[config.mk]
export PLATFORM = sky130hd
export DESIGN_NAME = mul_add_shift_flat
export DESIGN_NICKNAME = d
export VERILOG_FILES = /design/src/rtl/mul_add_shift_pkg.sv /design/src/rtl/mul_add_shift_if.sv /design/src/rtl/mul_add_shift_step.sv /design/src/rtl/mul_add_shift.sv /design/src/flat_wrapper.sv
export SDC_FILE = /design/constraint.sdc
export NUM_CORES = 1
export LEC_CHECK = 0
export ABC_AREA = 1
export ABC_CLOCK_PERIOD_IN_PS = 3950
export BUFFER_PORTS_ARGS = -buffer_cell sky130_fd_sc_hd__buf_4
export CORE_MARGIN = 3
export CORE_UTILIZATION = 44
export DETAILED_ROUTE_END_ITERATION = 7
export GPL_TIMING_DRIVEN = 0
export PLACE_DENSITY = 0.72
export SETUP_SLACK_MARGIN = 0.05
export SLEW_MARGIN = 30
export SYNTH_ARGS = -nofsm -noshare
export SYNTH_HDL_FRONTEND = slang
export SYNTH_SLANG_ARGS = --single-unit
[constraint.sdc]
create_clock -name clk -period 3.95 [get_ports clk]
set_clock_uncertainty 0.05 [all_clocks]
set_input_delay 0.1975 -clock clk [delete_from_list [all_inputs] [get_ports clk]]
set_output_delay 0.1975 -clock clk [all_outputs]
set_load 0.005 [all_outputs]
[src/rtl/mul_add_shift_pkg.sv]
// Shared types and constants for the add-and-shift multiplier.
// The state type, the default operand width and the width of the iteration counter live here.
package mul_pkg;

  typedef enum logic [1:0] {
    IDLE,
    RUN,
    DONE
  } mul_state_t;

  localparam int MUL_N_DEFAULT = 4;

  // The counter must hold the value N itself, so its width is ceil(log2(N+1)).
  function automatic int count_width(input int n);
    return $clog2(n + 1);
  endfunction

endpackage

[src/rtl/mul_add_shift_if.sv]
// Start/busy/done handshake bundle for the add-and-shift multiplier.
// The requester uses the master modport; the multiplier uses the slave modport.
import mul_pkg::*;

interface mul_if #(
  parameter int N = MUL_N_DEFAULT
);
  logic           start;
  logic [N-1:0]   a;
  logic [N-1:0]   b;
  logic           busy;
  logic           done;
  logic [2*N-1:0] rslt;

  modport master (output start, a, b, input busy, done, rslt);
  modport slave  (input start, a, b, output busy, done, rslt);
endinterface

[src/rtl/mul_add_shift_step.sv]
// One add-and-shift iteration: conditionally add the multiplicand into the accumulator,
// then shift {carry, accumulator, multiplier} right by one bit. Purely combinational.
module mul_step #(
  parameter int N = 4
) (
  input  logic [N-1:0] m,
  input  logic [N-1:0] acc,
  input  logic [N-1:0] q,
  output logic [N-1:0] acc_next,
  output logic [N-1:0] q_next
);

  logic [N:0] sum;

  // The carry out of the sum is bit N, so it lands in the accumulator MSB after the shift.
  assign sum      = {1'b0, acc} + (q[0] ? {1'b0, m} : {(N + 1){1'b0}});
  assign acc_next = sum[N:1];
  assign q_next   = {sum[0], q[N-1:1]};

endmodule

[src/rtl/mul_add_shift.sv]
// Sequential unsigned N x N -> 2N add-and-shift multiplier with a start/busy/done handshake.
// Optional macro MUL_ZERO_SKIP_EN sends zero operands straight to DONE with a zero product.
import mul_pkg::*;

module mul_add_shift #(
  parameter int N = MUL_N_DEFAULT
) (
  input  logic clk,
  input  logic rst,
  mul_if.slave bus
);

  localparam int CW = count_width(N);

  mul_state_t     state, state_nxt;
  logic [N-1:0]   m_q, acc_q, q_q;
  logic [N-1:0]   acc_nxt, q_nxt;
  logic [CW-1:0]  count;
  logic [2*N-1:0] rslt_q;
  logic           busy_q, done_q;
  logic           zero_op;
  logic           last_step;

  mul_step #(.N(N)) u_step (
    .m        (m_q),
    .acc      (acc_q),
    .q        (q_q),
    .acc_next (acc_nxt),
    .q_next   (q_nxt)
  );

`ifdef MUL_ZERO_SKIP_EN
  assign zero_op = (bus.a == '0) || (bus.b == '0);
`else
  assign zero_op = 1'b0;
`endif

  assign last_step = (count == CW'(1));

  always_comb begin
    // NOTE: default first so every path assigns state_nxt and no latch is inferred.
    state_nxt = state;
    case (state)
      IDLE:    if (bus.start) state_nxt = zero_op ? DONE : RUN;
      RUN:     if (last_step) state_nxt = DONE;
      DONE:    state_nxt = IDLE;
      default: state_nxt = IDLE;
    endcase
  end

  // NOTE: sequential state uses non-blocking assignments so every register samples pre-edge values.
  always_ff @(posedge clk or posedge rst) begin
    if (rst) state <= IDLE;
    else     state <= state_nxt;
  end

  always_ff @(posedge clk or posedge rst) begin
    if (rst) begin
      m_q    <= '0;
      acc_q  <= '0;
      q_q    <= '0;
      count  <= '0;
      rslt_q <= '0;
    end else begin
      case (state)
        IDLE: begin
          if (bus.start) begin
            m_q   <= bus.a;
            acc_q <= '0;
            q_q   <= bus.b;
            count <= CW'(N);
            if (zero_op) rslt_q <= '0;
          end
        end
        RUN: begin
          acc_q <= acc_nxt;
          q_q   <= q_nxt;
          count <= count - CW'(1);
          if (last_step) rslt_q <= {acc_nxt, q_nxt};
        end
        default: ;
      endcase
    end
  end

  // Handshake flags are registered from the next state so busy/done align with the state register.
  always_ff @(posedge clk or posedge rst) begin
    if (rst) begin
      busy_q <= 1'b0;
      done_q <= 1'b0;
    end else begin
      busy_q <= (state_nxt != IDLE);
      done_q <= (state_nxt == DONE);
    end
  end

  assign bus.busy = busy_q;
  assign bus.done = done_q;
  assign bus.rslt = rslt_q;

endmodule

[src/flat_wrapper.sv]
// flat-port wrapper written by rule: the top's interface ports become plain ports
module mul_add_shift_flat 
#(
  parameter int N = MUL_N_DEFAULT
)
  (clk, rst, bus_start, bus_a, bus_b, bus_busy, bus_done, bus_rslt);
  mul_if #(.N(N)) bus_i ();
  input  logic clk;
  input  logic rst;
  input wire logic [$bits(bus_i.start)-1:0] bus_start;
  input wire logic [$bits(bus_i.a)-1:0] bus_a;
  input wire logic [$bits(bus_i.b)-1:0] bus_b;
  output wire logic [$bits(bus_i.busy)-1:0] bus_busy;
  output wire logic [$bits(bus_i.done)-1:0] bus_done;
  output wire logic [$bits(bus_i.rslt)-1:0] bus_rslt;
  assign bus_i.start = bus_start;
  assign bus_i.a = bus_a;
  assign bus_i.b = bus_b;
  assign bus_busy = bus_i.busy;
  assign bus_done = bus_i.done;
  assign bus_rslt = bus_i.rslt;
  mul_add_shift #(.N(N)) u_core (.clk(clk), .rst(rst), .bus(bus_i));
endmodule
# Word-level counts from Yosys, hierarchy flattened
# Index checks and enable logic that the tools add are counted.
classes:
  n_addsub: 2
  muxes: 10
  n_reduce_logical: 6
  eq_ne: 4
op_table:
  columns: ["op", "n"]
  rows:
  - ["4-bit case mux with 2 select lines", 2]
  - ["4-bit 2-to-1 mux", 3]
  - ["3-bit case mux with 2 select lines", 1]
  - ["2-bit AND reduction", 3]
  - ["4-bit by 5-bit adder with 5-bit output", 1]
  - ["2-bit 2-to-1 mux", 2]
  - ["2-bit case mux with 2 select lines", 1]
  - ["2-bit nonzero test", 2]
  - ["3-bit by 1-bit equality test with 1-bit output, second input constant", 1]
  - ["3-bit 2-to-1 mux", 1]
  - ["3-bit by 1-bit subtractor with 3-bit output, second input constant", 1]
  - ["2-bit by 1-bit equality test with 1-bit output, second input constant", 1]
  - ["2-bit equality test, second input constant", 1]
  - ["2-bit logical NOT", 1]
  - ["2-bit inequality test, second input constant", 1]
word_totals:
  word_cells: 30
  regBits: 27

# Depth between registers and ports, before layout
depth:
  word_depth: 4
  ltp_mapped: 8

# Modules after synthesis
# A second synthesis with hierarchy kept.
hier_totals:
  cells_unflattened: 172
  hier_area_um2: 1386.3
by_module_without_submodules:
  columns: ["mod", "seq_area_each_um2", "cells_each", "area_per_inst_um2", "n_inst"]
  rows:
  - ["mul_add_shift", 675.6, 137, 1179.9, 1]
  - ["mul_step", 0.0, 35, 206.4, 1]

# Least setup slack after synthesis
# OpenSTA, ideal clock, no wires.
synth_timing:
  kind: "register -> register"
  from: "reg u_core.q_q[0]"
  to: "reg u_core.rslt_q[5] (netlist: u_core.bus.rslt[5])"
  arrival_ns: 1.401
  path_stages_with_launch: 9
  t_required_ns: 3.823
  setup_slack_ns: 2.422
  cell_sequence: "dfrtp_1 nand2_1 inv_1 ha_1 inv_1 fa_1 xnor2_1 nand2_1 o21ai_1"
synth_between:
  elab_chain_len: 2
synth_lines:
  columns: ["item", "line", "text"]
  rows:
  - ["from (decl)", "mul_add_shift.sv:16", "logic [N-1:0] m_q, acc_q, q_q;"]
  - ["from (signal assigned)", "mul_add_shift.sv:70", "q_q <= bus.b;"]
  - ["from (signal assigned)", "mul_add_shift.sv:77", "q_q <= q_nxt;"]
  - ["4-bit 2-to-1 mux", "mul_add_shift_step.sv:16", "assign sum = {1'b0, acc} + (q[0] ? {1'b0, m} : {(N + 1){1'b0}});"]
  - ["4-bit by 5-bit adder with 5-bit output", "mul_add_shift_step.sv:16", null]
  - ["to (signal assigned)", "mul_add_shift.sv:79", "if (last_step) rslt_q <= {acc_nxt, q_nxt};"]
  - ["to (decl)", "mul_add_shift.sv:19", "logic [2*N-1:0] rslt_q;"]
# Every way passes these cells.
# A chain may end at the register's enable or synchronous reset.

# Final worst setup path
layout_timing:
  from: "reg u_core.q_q[0]"
  to: "reg u_core.acc_q[3]"
layout_between:
  elab_chain_len: 3
layout_lines:
  columns: ["item", "line", "text"]
  rows:
  - ["4-bit 2-to-1 mux", "mul_add_shift_step.sv:16", null]
  - ["4-bit by 5-bit adder with 5-bit output", "mul_add_shift_step.sv:16", null]
  - ["4-bit case mux with 2 select lines", "mul_add_shift.sv:65", "case (state)"]
  - ["to (signal assigned)", "mul_add_shift.sv:76", "acc_q <= acc_nxt;"]
  - ["to (decl)", "mul_add_shift.sv:16", null]
# Every way passes these cells.

==> summary.md <==
| Metric | Value |
|---|---|
| First-pass GRT wire length | `4060 um` |
| Total Power | `1.16 mW` |
| Hold_sp | `bus_a[0]` |
| Final worst-path setup slack | `2.19 ns` |
| Final Max Tran Viols | `0` |
| TritonCTS Buffers | `3` |
| Final min period | `1.76 ns` |
| DRC | `0` |
| Hold slack | `0.0243 ns` |
| Ys Warns | `0` |
| 1st-iter DRT viols | `19` |
| I/O Buffers | `20` |
| DR WL/cell | `11.8 um` |
| FF-to-FF Start | `u_core.q_q[0]` |
| Post-CTS setup buffers | `0` |
| Post-synthesis register bit count | `27` |
| Max Clock Freq | `568 MHz` |
| Crit start category | `flop` |
| Worst Max-Slew Pin Slew | `0.549 ns` |
| Design area | `0.00155 mm^2` |
| Vias in the first global route | `998` |
| Register area share after synthesis | `0.510` |
| Cells after synthesis | `146` |
| Core area | `0.00281 mm^2` |
| Total grt overflow | `0` |
| Pin count of the biggest net entering global routing | `28` |
| GRT Total Usage | `0.147` |
| Root Buffer | `clkbuf_4` |
| Post-place setup slack | `2.23 ns` |
| Die Y | `60.9 um` |
| Critical Path AT | `1.98 ns` |
| Die area | `0.00371 mm^2` |
| Status | `finished, final reports clean` |
| Max Cap Viol | `0` |
| Clock transition at the registers of the reported paths | `0.14 ns` |
| VDD IR-drop max | `0.293 mV` |
| Insertion delay to the later sink of the worst-skew pair | `0.31 ns` |
| Clock sink count | `27` |
| Critical Path RT | `4.16 ns` |
| Leakage | `0.830 nW` |
| Syn_nets | `164` |
| Antenna violations before repair | `0` |
| Rows | `19` |
| Longest Clk Path Bufs | `2` |
| DRT Pass-1 Iters | `4` |
| Mapped Avg Cell Area | `9.08 um^2` |
| RePlAce Congestion | `0.805` |
| Post-DP HPWL | `1810 um` |
| Die Wd | `60.9 um` |
| Power Dens Cells | `746 mW/mm^2` |
| TritonCTS clock tree | `done` |
| Placement Cell Area | `0.00151 mm^2` |
| Post-synth cell types | `22` |
| Initial Util | `0.472` |
| ANT cells | `0` |
| Crit share post-route | `0.446` |
| Area grow syn2layout | `17.0%` |
| Layout cells sized above 1 | `0.251` |
| Via Count | `996` |
| Final net count | `190` |
| Post-Route WL | `2380 um` |
| Min-Delay Path Class | `in -> reg` |
| CP Launch Point | `u_core.q_q[0]` |
| Most frequent cells in the layout | `52 x nand2_1, 27 x dfrtp_1, 20 x buf_4` |
| Routed Antenna Nets | `0` |
| Most common cell after layout, fill and taps aside | `nand2_1` |
| Worst setup EP type | `flop` |
| DR vias/cell | `4.93` |
| Worst-path fanout max | `5` |
| Final Hold Fails | `0` |
| Slew HR | `0.633` |
| Post-Syn Area | `0.00133 mm^2` |
| I/O Pins | `21` |
| Unrepaired setup endpoints after global routing | `false` |
| Setup CP Type | `reg -> reg` |
| Final setup fails | `0` |
| Number of H-tree levels | `1` |
| TNS Setup | `0 ns` |
==> flip-flops by register name (all words and copies together), names as in the netlist <==
name             cells
u_core.acc_q         4
u_core.bus.rslt      8
u_core.bus.busy      1
u_core.count         3
u_core.m_q           4
u_core.bus.done      1
u_core.state         2
u_core.q_q           4
==> path summary, 6_finish.rpt <==
kind	to	slack [ns]	depth (start not counted)
min	u_core.m_q[0]	0.02	3
max in group asynchronous	u_core.m_q[3]	3.07	3
min reg2reg	u_core.m_q[3]	0.44	2
min in group asynchronous	u_core.q_q[1]	0.42	3
max reg2reg	u_core.acc_q[3]	2.19	8
max	u_core.acc_q[3]	2.19	8
==> cells in the mapped netlist (all sizes together) <==
library cell / n / area (um^2)
nor2: 7 / 43.8
a21oi: 7 / 57.6
dfrtp: 27 / 676
buf: 1 / 11.3
nand2: 56 / 240
nand3: 6 / 30.0
o21ai: 12 / 67.6
clkinv: 1 / 5.00
xnor2: 1 / 8.76
o22ai: 1 / 6.26
o211ai: 1 / 12.5
inv: 19 / 71.3
fa: 1 / 20.0
ha: 6 / 75.1
==> repair_timing <==
item                      in CTS  in global routing
hold endpoints to repair      27                  0
hold buffers                   1                  0
resized for setup              0                  0
==> stage by stage <==
step           cells  utilization
6_report         202        0.553
5_1_grt          202        0.553
4_1_cts          202        0.553
3_5_place_dp     197        0.540
3_3_place_gp     197        0.540
2_1_floorplan    146            -
==> cell type report <==
cell class	count	area, um^2
Clock buffer	4	26.3
Fill cell	255	1250
Timing Repair Buffer	21	160
Multi-Input combinational cell	98	562
Tap cell	31	38.8
Inverter	20	76.3
Sequential cell	27	676
Buffer	1	11.3
==> power by group <==
group | total, mW | internal, mW | switching, mW
clock network | 0.115 | 0.0394 | 0.0760
logic | 0.572 | 0.236 | 0.336
registers | 0.469 | 0.397 | 0.0717
total | 1.16 | 0.672 | 0.484
==> layer usage <==
layer | vias to the layer above | part of all wire | GRT usage
li1 | 508 | - | -
met1 | 466 | 0.47 | 0.178
met2 | 20 | 0.48 | 0.255
met3 | 2 | 0.044 | 0.0277
met4 | 0 | 0.0093 | 0.0650
met5 | - | 0 | 0
==> critical path, cell delays in order, from the launching register on <==
cell     delay [ns]
dfrtp_1        0.45
nand2_1        0.07
inv_1          0.06
ha_1           0.18
inv_1          0.06
fa_1           0.39
o21ai_0        0.30
nand2_1        0.09
nand2_1        0.07
==> kinds of logic after synthesis <==
group           after synthesis  share of synthesized area
flops                        27                      0.510
xor+xnor                      1                    0.00661
buf+inv                      21                     0.0661
simple gates                 69                      0.237
fa+ha+maj                     7                     0.0718
compound gates               21                      0.109
(Power assumes the default switching activity.)
